$ cat src/rtl/parking_slot_allocator.sv
// parking_slot_allocator: gate sequencer and slot allocator for the parking FSM.
// Arbitrates entry/exit requests round-robin, allocates the lowest free slot,
// tracks occupancy/free count and times the door-open window.
// Optional build macro FULL_FLASH_EN: makes `full` flash while a car waits at a
// full lot; without it `full` is the steady "no free slot" level.
module parking_slot_allocator #(
    parameter int N_SLOTS       = 4,
    parameter int SLOT_W        = 2,
    parameter int CNT_W         = 3,
    parameter int GATE_OPEN_CYC = 8,
    parameter int FLASH_DIV     = 4
) (
    input  logic               clk_i,
    input  logic               reset_i,
    input  logic               entry_req_i,
    input  logic               exit_req_i,
    input  logic [SLOT_W-1:0]  exit_slot_i,
    output logic               entry_grant_o,
    output logic               exit_grant_o,
    output logic [SLOT_W-1:0]  grant_slot_o,
    output logic               exit_err_o,
    output logic [N_SLOTS-1:0] occupancy_o,
    output logic [CNT_W-1:0]   free_cnt_o,
    output logic               door_open_o,
    output logic               full_o,
    output logic               busy_o
);

    localparam logic [1:0] S_IDLE  = 2'd0;
    localparam logic [1:0] S_GRANT = 2'd1;
    localparam logic [1:0] S_OPEN  = 2'd2;
    localparam logic [1:0] S_CLOSE = 2'd3;

    localparam int OPEN_W = (GATE_OPEN_CYC > 2) ? $clog2(GATE_OPEN_CYC) : 1;

    localparam logic LS_ENTRY = 1'b0;
    localparam logic LS_EXIT  = 1'b1;

    logic [1:0]         state_q;
    logic [OPEN_W-1:0]  open_cnt_q;
    logic [N_SLOTS-1:0] occupancy_q, occupancy_d;
    logic [CNT_W-1:0]   free_cnt_q, free_cnt_d;
    logic               lvl_full_q;
    logic               last_served_q;
    logic               entry_grant_q, exit_grant_q, exit_err_q, door_open_q;
    logic [SLOT_W-1:0]  grant_slot_q;

    logic [SLOT_W-1:0]  free_idx;
    logic               slot_occ;
    logic               entry_ok, exit_ok, serve_entry, serve_exit, is_idle;

    // Lowest-index free slot: scan downwards so the smallest index wins.
    always_comb begin
        free_idx = '0;
        for (int i = N_SLOTS - 1; i >= 0; i--) begin
            if (!occupancy_q[i]) free_idx = SLOT_W'(i);
        end
    end

    // Eligibility and round-robin pick; the internal steady full level gates
    // entries so a flashing `full` output can never let a car in at zero slots.
    always_comb begin
        is_idle     = (state_q == S_IDLE);
        slot_occ    = occupancy_q[exit_slot_i];
        entry_ok    = is_idle & entry_req_i & ~lvl_full_q;
        exit_ok     = is_idle & exit_req_i & slot_occ;
        serve_entry = entry_ok & (~exit_ok | (last_served_q == LS_EXIT));
        serve_exit  = exit_ok & ~serve_entry;
    end

    // Next occupancy and free count, committed on the edge that raises a grant.
    always_comb begin
        occupancy_d = occupancy_q;
        free_cnt_d  = free_cnt_q;
        if (serve_entry) begin
            occupancy_d[free_idx] = 1'b1;
            free_cnt_d            = free_cnt_q - CNT_W'(1);
        end else if (serve_exit) begin
            occupancy_d[exit_slot_i] = 1'b0;
            free_cnt_d               = free_cnt_q + CNT_W'(1);
        end
    end

    // Gate sequencer: IDLE -> GRANT -> OPEN (GATE_OPEN_CYC cycles) -> CLOSE.
    always_ff @(posedge clk_i) begin
        if (reset_i) begin
            state_q       <= S_IDLE;
            open_cnt_q    <= '0;
            occupancy_q   <= '0;
            free_cnt_q    <= CNT_W'(N_SLOTS);
            lvl_full_q    <= 1'b0;
            last_served_q <= LS_EXIT;
            entry_grant_q <= 1'b0;
            exit_grant_q  <= 1'b0;
            exit_err_q    <= 1'b0;
            door_open_q   <= 1'b0;
            grant_slot_q  <= '0;
        end else begin
            entry_grant_q <= 1'b0;
            exit_grant_q  <= 1'b0;
            exit_err_q    <= 1'b0;
            occupancy_q   <= occupancy_d;
            free_cnt_q    <= free_cnt_d;
            lvl_full_q    <= (free_cnt_d == '0);
            case (state_q)
                S_IDLE: begin
                    // A bad exit slot is reported even if an entry is served alongside.
                    if (exit_req_i && !slot_occ) exit_err_q <= 1'b1;
                    if (serve_entry) begin
                        entry_grant_q <= 1'b1;
                        grant_slot_q  <= free_idx;
                        last_served_q <= LS_ENTRY;
                        state_q       <= S_GRANT;
                    end else if (serve_exit) begin
                        exit_grant_q  <= 1'b1;
                        grant_slot_q  <= exit_slot_i;
                        last_served_q <= LS_EXIT;
                        state_q       <= S_GRANT;
                    end
                end
                S_GRANT: begin
                    door_open_q <= 1'b1;
                    open_cnt_q  <= '0;
                    state_q     <= S_OPEN;
                end
                S_OPEN: begin
                    if (open_cnt_q == OPEN_W'(GATE_OPEN_CYC - 1)) begin
                        door_open_q <= 1'b0;
                        state_q     <= S_CLOSE;
                    end else begin
                        open_cnt_q <= open_cnt_q + OPEN_W'(1);
                    end
                end
                default: state_q <= S_IDLE;
            endcase
        end
    end

`ifdef FULL_FLASH_EN
    localparam int FL_W = $clog2(FLASH_DIV + 1);

    logic [FL_W-1:0] flash_cnt_q;
    logic            flash_phase_q;
    logic            flash_on;

    assign flash_on = lvl_full_q & entry_req_i;

    // Flash timer: phase starts lit and inverts every FLASH_DIV cycles.
    always_ff @(posedge clk_i) begin
        if (reset_i || !flash_on) begin
            flash_cnt_q   <= '0;
            flash_phase_q <= 1'b1;
        end else if (flash_cnt_q == FL_W'(FLASH_DIV - 1)) begin
            flash_cnt_q   <= '0;
            flash_phase_q <= ~flash_phase_q;
        end else begin
            flash_cnt_q <= flash_cnt_q + FL_W'(1);
        end
    end

    assign full_o = lvl_full_q & (flash_phase_q | ~entry_req_i);
`else
    assign full_o = lvl_full_q;
`endif

    assign entry_grant_o = entry_grant_q;
    assign exit_grant_o  = exit_grant_q;
    assign grant_slot_o  = grant_slot_q;
    assign exit_err_o    = exit_err_q;
    assign occupancy_o   = occupancy_q;
    assign free_cnt_o    = free_cnt_q;
    assign door_open_o   = door_open_q;
    assign busy_o        = (state_q != S_IDLE);

endmodule
$ cat config.mk
export PLATFORM = sky130hd
export DESIGN_NAME = parking_slot_allocator
export DESIGN_NICKNAME = d
export VERILOG_FILES = /design/src/rtl/parking_slot_allocator.sv
export SDC_FILE = /design/constraint.sdc
export NUM_CORES = 1
export LEC_CHECK = 0
export ABC_AREA = 1
export CAP_MARGIN = 10
export CELL_PAD_IN_SITES_DETAIL_PLACEMENT = 0
export CELL_PAD_IN_SITES_GLOBAL_PLACEMENT = 1
export CORE_AREA = 2 2 56 58
export DETAILED_ROUTE_END_ITERATION = 10
export DIE_AREA = 0 0 58 60
export GPL_TIMING_DRIVEN = 1
export PLACE_DENSITY = 0.9
export SLEW_MARGIN = 20
export SYNTH_ARGS = -nofsm -noshare
export SYNTH_HDL_FRONTEND = slang
export SYNTH_SLANG_ARGS = --single-unit
export TNS_END_PERCENT = 1
$ cat constraint.sdc
create_clock -name clk_i -period 3.1 [get_ports clk_i]
set_input_delay 0.62 -clock clk_i [delete_from_list [all_inputs] [get_ports clk_i]]
set_output_delay 0.62 -clock clk_i [all_outputs]
set_load 0.05 [all_outputs]
==> flow_summary.yaml <==
critical_path:
  max_stage_delay_ns: 0.82
  worstReg2RegStart: "state_q[0]"
  startpoint_type: "flip-flop"
  worstPathMaxFanout: 5
  reg2reg_depth: 9
  rr_endpoint: "grant_slot_o[1]"
  crit_path_start: "state_q[1]"
  path_delay_family: "buffers and inverters"
  crit_top_cell: "inv_1"
  arrival_ns: 1.97
  cp.depth: 4
  critical_path_class: "reg2out"
  crit_required_ns: 2.48
  path_cells: "inv_1, ha_1, inv_1, clkdlybuf4s50_1"
  rrSetupSlack_ns: 1.45
  crit_buf_inv: 3
  crit_path_top_delay_cell: "clkdlybuf4s50_1"
  end_kind: "output port"
  crit_path_end: "busy_o"
pwr:
  ir_drop_uv: 556
  combinationalPowerShare_pct: 59.1
  seqPwrFrac_pct: 30.8
  p_int_mw: 0.619
  power_frac_clock_pct: 10.0
  p_leak_nw: 0.582
  swShare_pct: 50.2
  finalPower_mw: 1.24
  p_switching_mw: 0.625
  powerDensity_nw_per_um2: 913
timing:
  hold_viol: 0
  fin_ws_ns: 0.508
  worst_slew_pin_slew_ns: 0.500
  skew_ns: 0.00766
  setup_tns_ns: 0
  drv_slew: 0
  setup_viol: 0
  rsz0062_at_grt: "no"
  period_needed_ns: 2.59
  min_period_over_period_pct: 83.6
  holdWs_ns: 0.470
  slew_headroom_pct: 66.6
  fmax_mhz: 386
die:
  die-width_um: 58
  num_rows: 20
  core_area_um2: 2900
  num_io_pins: 21
  die_y_um: 60
  initial_utilization_pct: 38.2
  die_area_um2: 3480
clock_tree:
  cts_hold_buffers: 0
  cts_buffers: 3
  clk_pin_slew_ns: 0.11
  post-cts-setup-buffers: 0
  ctsResizeCount: 0
  cts_tree: "built"
  clk_path_buf_depth: 2
  clockRootBuffer: "clkbuf_4"
  insertion_delay_ns: 0.30
  numClockSinks: 20
  cts_max_level: 1
synthesis:
  synth_nets: 150
  syn_inst: 137
  synth_edf_count: 0
  ys.flop_type: "dfxtp_1"
  yosysMostFrequentCell: "nand2_1"
  synth_seq_area_share_pct: 36.1
  ys_warn_count: 0
  synthTopCellsByCount: "nand2_1, dfxtp_1, inv_1"
  synth_area_leaders: "dfxtp_1, nand2_1, ha_1, inv_1, a21oi_1"
  synth.largest_area_cell: "dfxtp_1"
  ys_types: 31
  avgSynthCellArea_um2: 8.10
  synth_area_um2: 1110
  synthArstFlopShare_pct: 0
  yosysTopAreaCellShare_pct: 36.1
  ys_seq_elements: 20
placed_design:
  dpl.cell_count: 189
  place_ws_ns: 0.834
  globalplace.congestion: 0.817
  place_area_um2: 1340
  port_buffers: 20
  dp_hpwl_um: 1700
cells_and_area:
  final_util_pct: 46.9
  drive_gt1_share_pct: 15.1
  stdcell_count: 192
  diodes: 0
  nNetsFinal: 174
  area_growth_syn_to_layout_pct: 22.8
  fillers: 281
  final_area_um2: 1360
global_routing:
  grt_pass1_vias: 905
  grt_pass1_wl_um: 3970
  antenna_found_initial: 0
  grt_max_degree: 11
  grtUsageTotal_pct: 14.9
  gr-total-overflow: 0
drt:
  drc_errors: 0
  drtPass1Iterations: 4
  drtIter0Drc: 44
  totalWireLength_um: 2240
  via_per_inst: 5.08
  postRouteAntennaNets: 0
  vias: 975
  wl_per_cell_um: 11.7
job:
  cap_violations: 0
hold_path:
  hold_path_class: "reg2reg"
  whs_path_depth: 2
outcome:
  status: "completed"
-- worst min path at each step --
stage,from,to,slack [ns]
after floorplan,open_cnt_q[0],open_cnt_q[0],0.43
after global placement,open_cnt_q[0],open_cnt_q[0],0.45
after detailed placement,door_open_o,door_open_o,0.45
after CTS,door_open_o,door_open_o,0.47
after global routing,door_open_o,door_open_o,0.49
final,door_open_o,door_open_o,0.47
-- area by class of cell --
| cell class | count | area (um2) | share of cell area [%] |
|---|---|---|---|
| sequential | 20 | 400 | 29.4 |
| multi-input combinational | 95 | 612 | 44.9 |
| tap | 33 | 41.3 | 3.03 |
| clock buffer | 3 | 22.5 | 1.65 |
| timing repair buffer | 20 | 200 | 14.7 |
| inverter | 21 | 86.3 | 6.34 |
-- placed cells by master (no fill, tap or decap) --
cell type | synthesis | layout
nor2_2 | 1 | 1
nand2_8 | 1 | 1
ha_1 | 7 | 7
nand4_1 | 1 | 1
nor2_4 | 1 | 1
clkbuf_4 | 0 | 3
clkdlybuf4s50_1 | 0 | 20
o21bai_1 | 1 | 1
nand3_2 | 4 | 4
a21oi_1 | 10 | 10
nor3b_2 | 1 | 1
nand3b_1 | 2 | 2
nor3b_1 | 1 | 1
dfxtp_1 | 20 | 20
inv_2 | 1 | 1
nand3_1 | 7 | 7
inv_4 | 1 | 1
o211ai_1 | 2 | 2
nand2_4 | 3 | 3
o2111ai_1 | 2 | 2
o21ai_4 | 1 | 1
o31ai_1 | 1 | 1
o21ai_0 | 6 | 6
o21ai_1 | 3 | 3
inv_6 | 1 | 1
inv_1 | 17 | 17
a21oi_2 | 1 | 1
nand2_1 | 25 | 25
xor2_1 | 2 | 2
clkinv_1 | 1 | 1
nor2_1 | 7 | 7
nand2_2 | 5 | 5
-- worst register-to-register path: cells and delay by family (launching register included) --
kind                     cells  cell delay [ns]
AND/OR/NAND/NOR              3             0.41
flip-flops                   1             0.33
buffers and inverters        3             0.33
adder cells (fa/ha/maj)      1             0.26
AO/OA/AOI/OAI                2             0.22
-- metal layers --
metal | global-route usage (%) | up-vias | part of all wire [%]
met4 | 6.64 | 0 | 0.94
met3 | 2.16 | 4 | 4.9
met5 | 0 | - | 0
li1 | - | 495 | -
met2 | 24.2 | 26 | 49
met1 | 19.6 | 450 | 45
-- power by group through the flow --
stage / clock [mW] / combinational, mW / sequential (mW)
global route: 0.140 / 0.810 / 0.392
global placement: 0 / 0.726 / 0.387
detailed placement: 0 / 0.737 / 0.388
CTS: 0.127 / 0.742 / 0.383
floorplan: 0 / 0.376 / 0.554
finish: 0.125 / 0.736 / 0.383
-- cells by family (layout without fill, tap and decap cells) --
family | Yosys count | after routing | share of synthesized area (%)
buf+inv | 22 | 44 | 8.79
compound gates | 27 | 27 | 15.1
xor+xnor | 2 | 2 | 1.58
flops | 20 | 20 | 36.1
simple gates | 59 | 59 | 30.6
fa+ha+maj | 7 | 7 | 7.89
-- flip-flops by register name, summed over array words and instances (netlist names) --
name	cells
door_open_o	1
entry_grant_o	1
exit_err_o	1
exit_grant_o	1
free_cnt_o	3
full_o	1
grant_slot_o	2
last_served_q	1
occupancy_o	4
open_cnt_q	3
state_q	2
No activity file was read; power rests on OpenSTA's default activity.
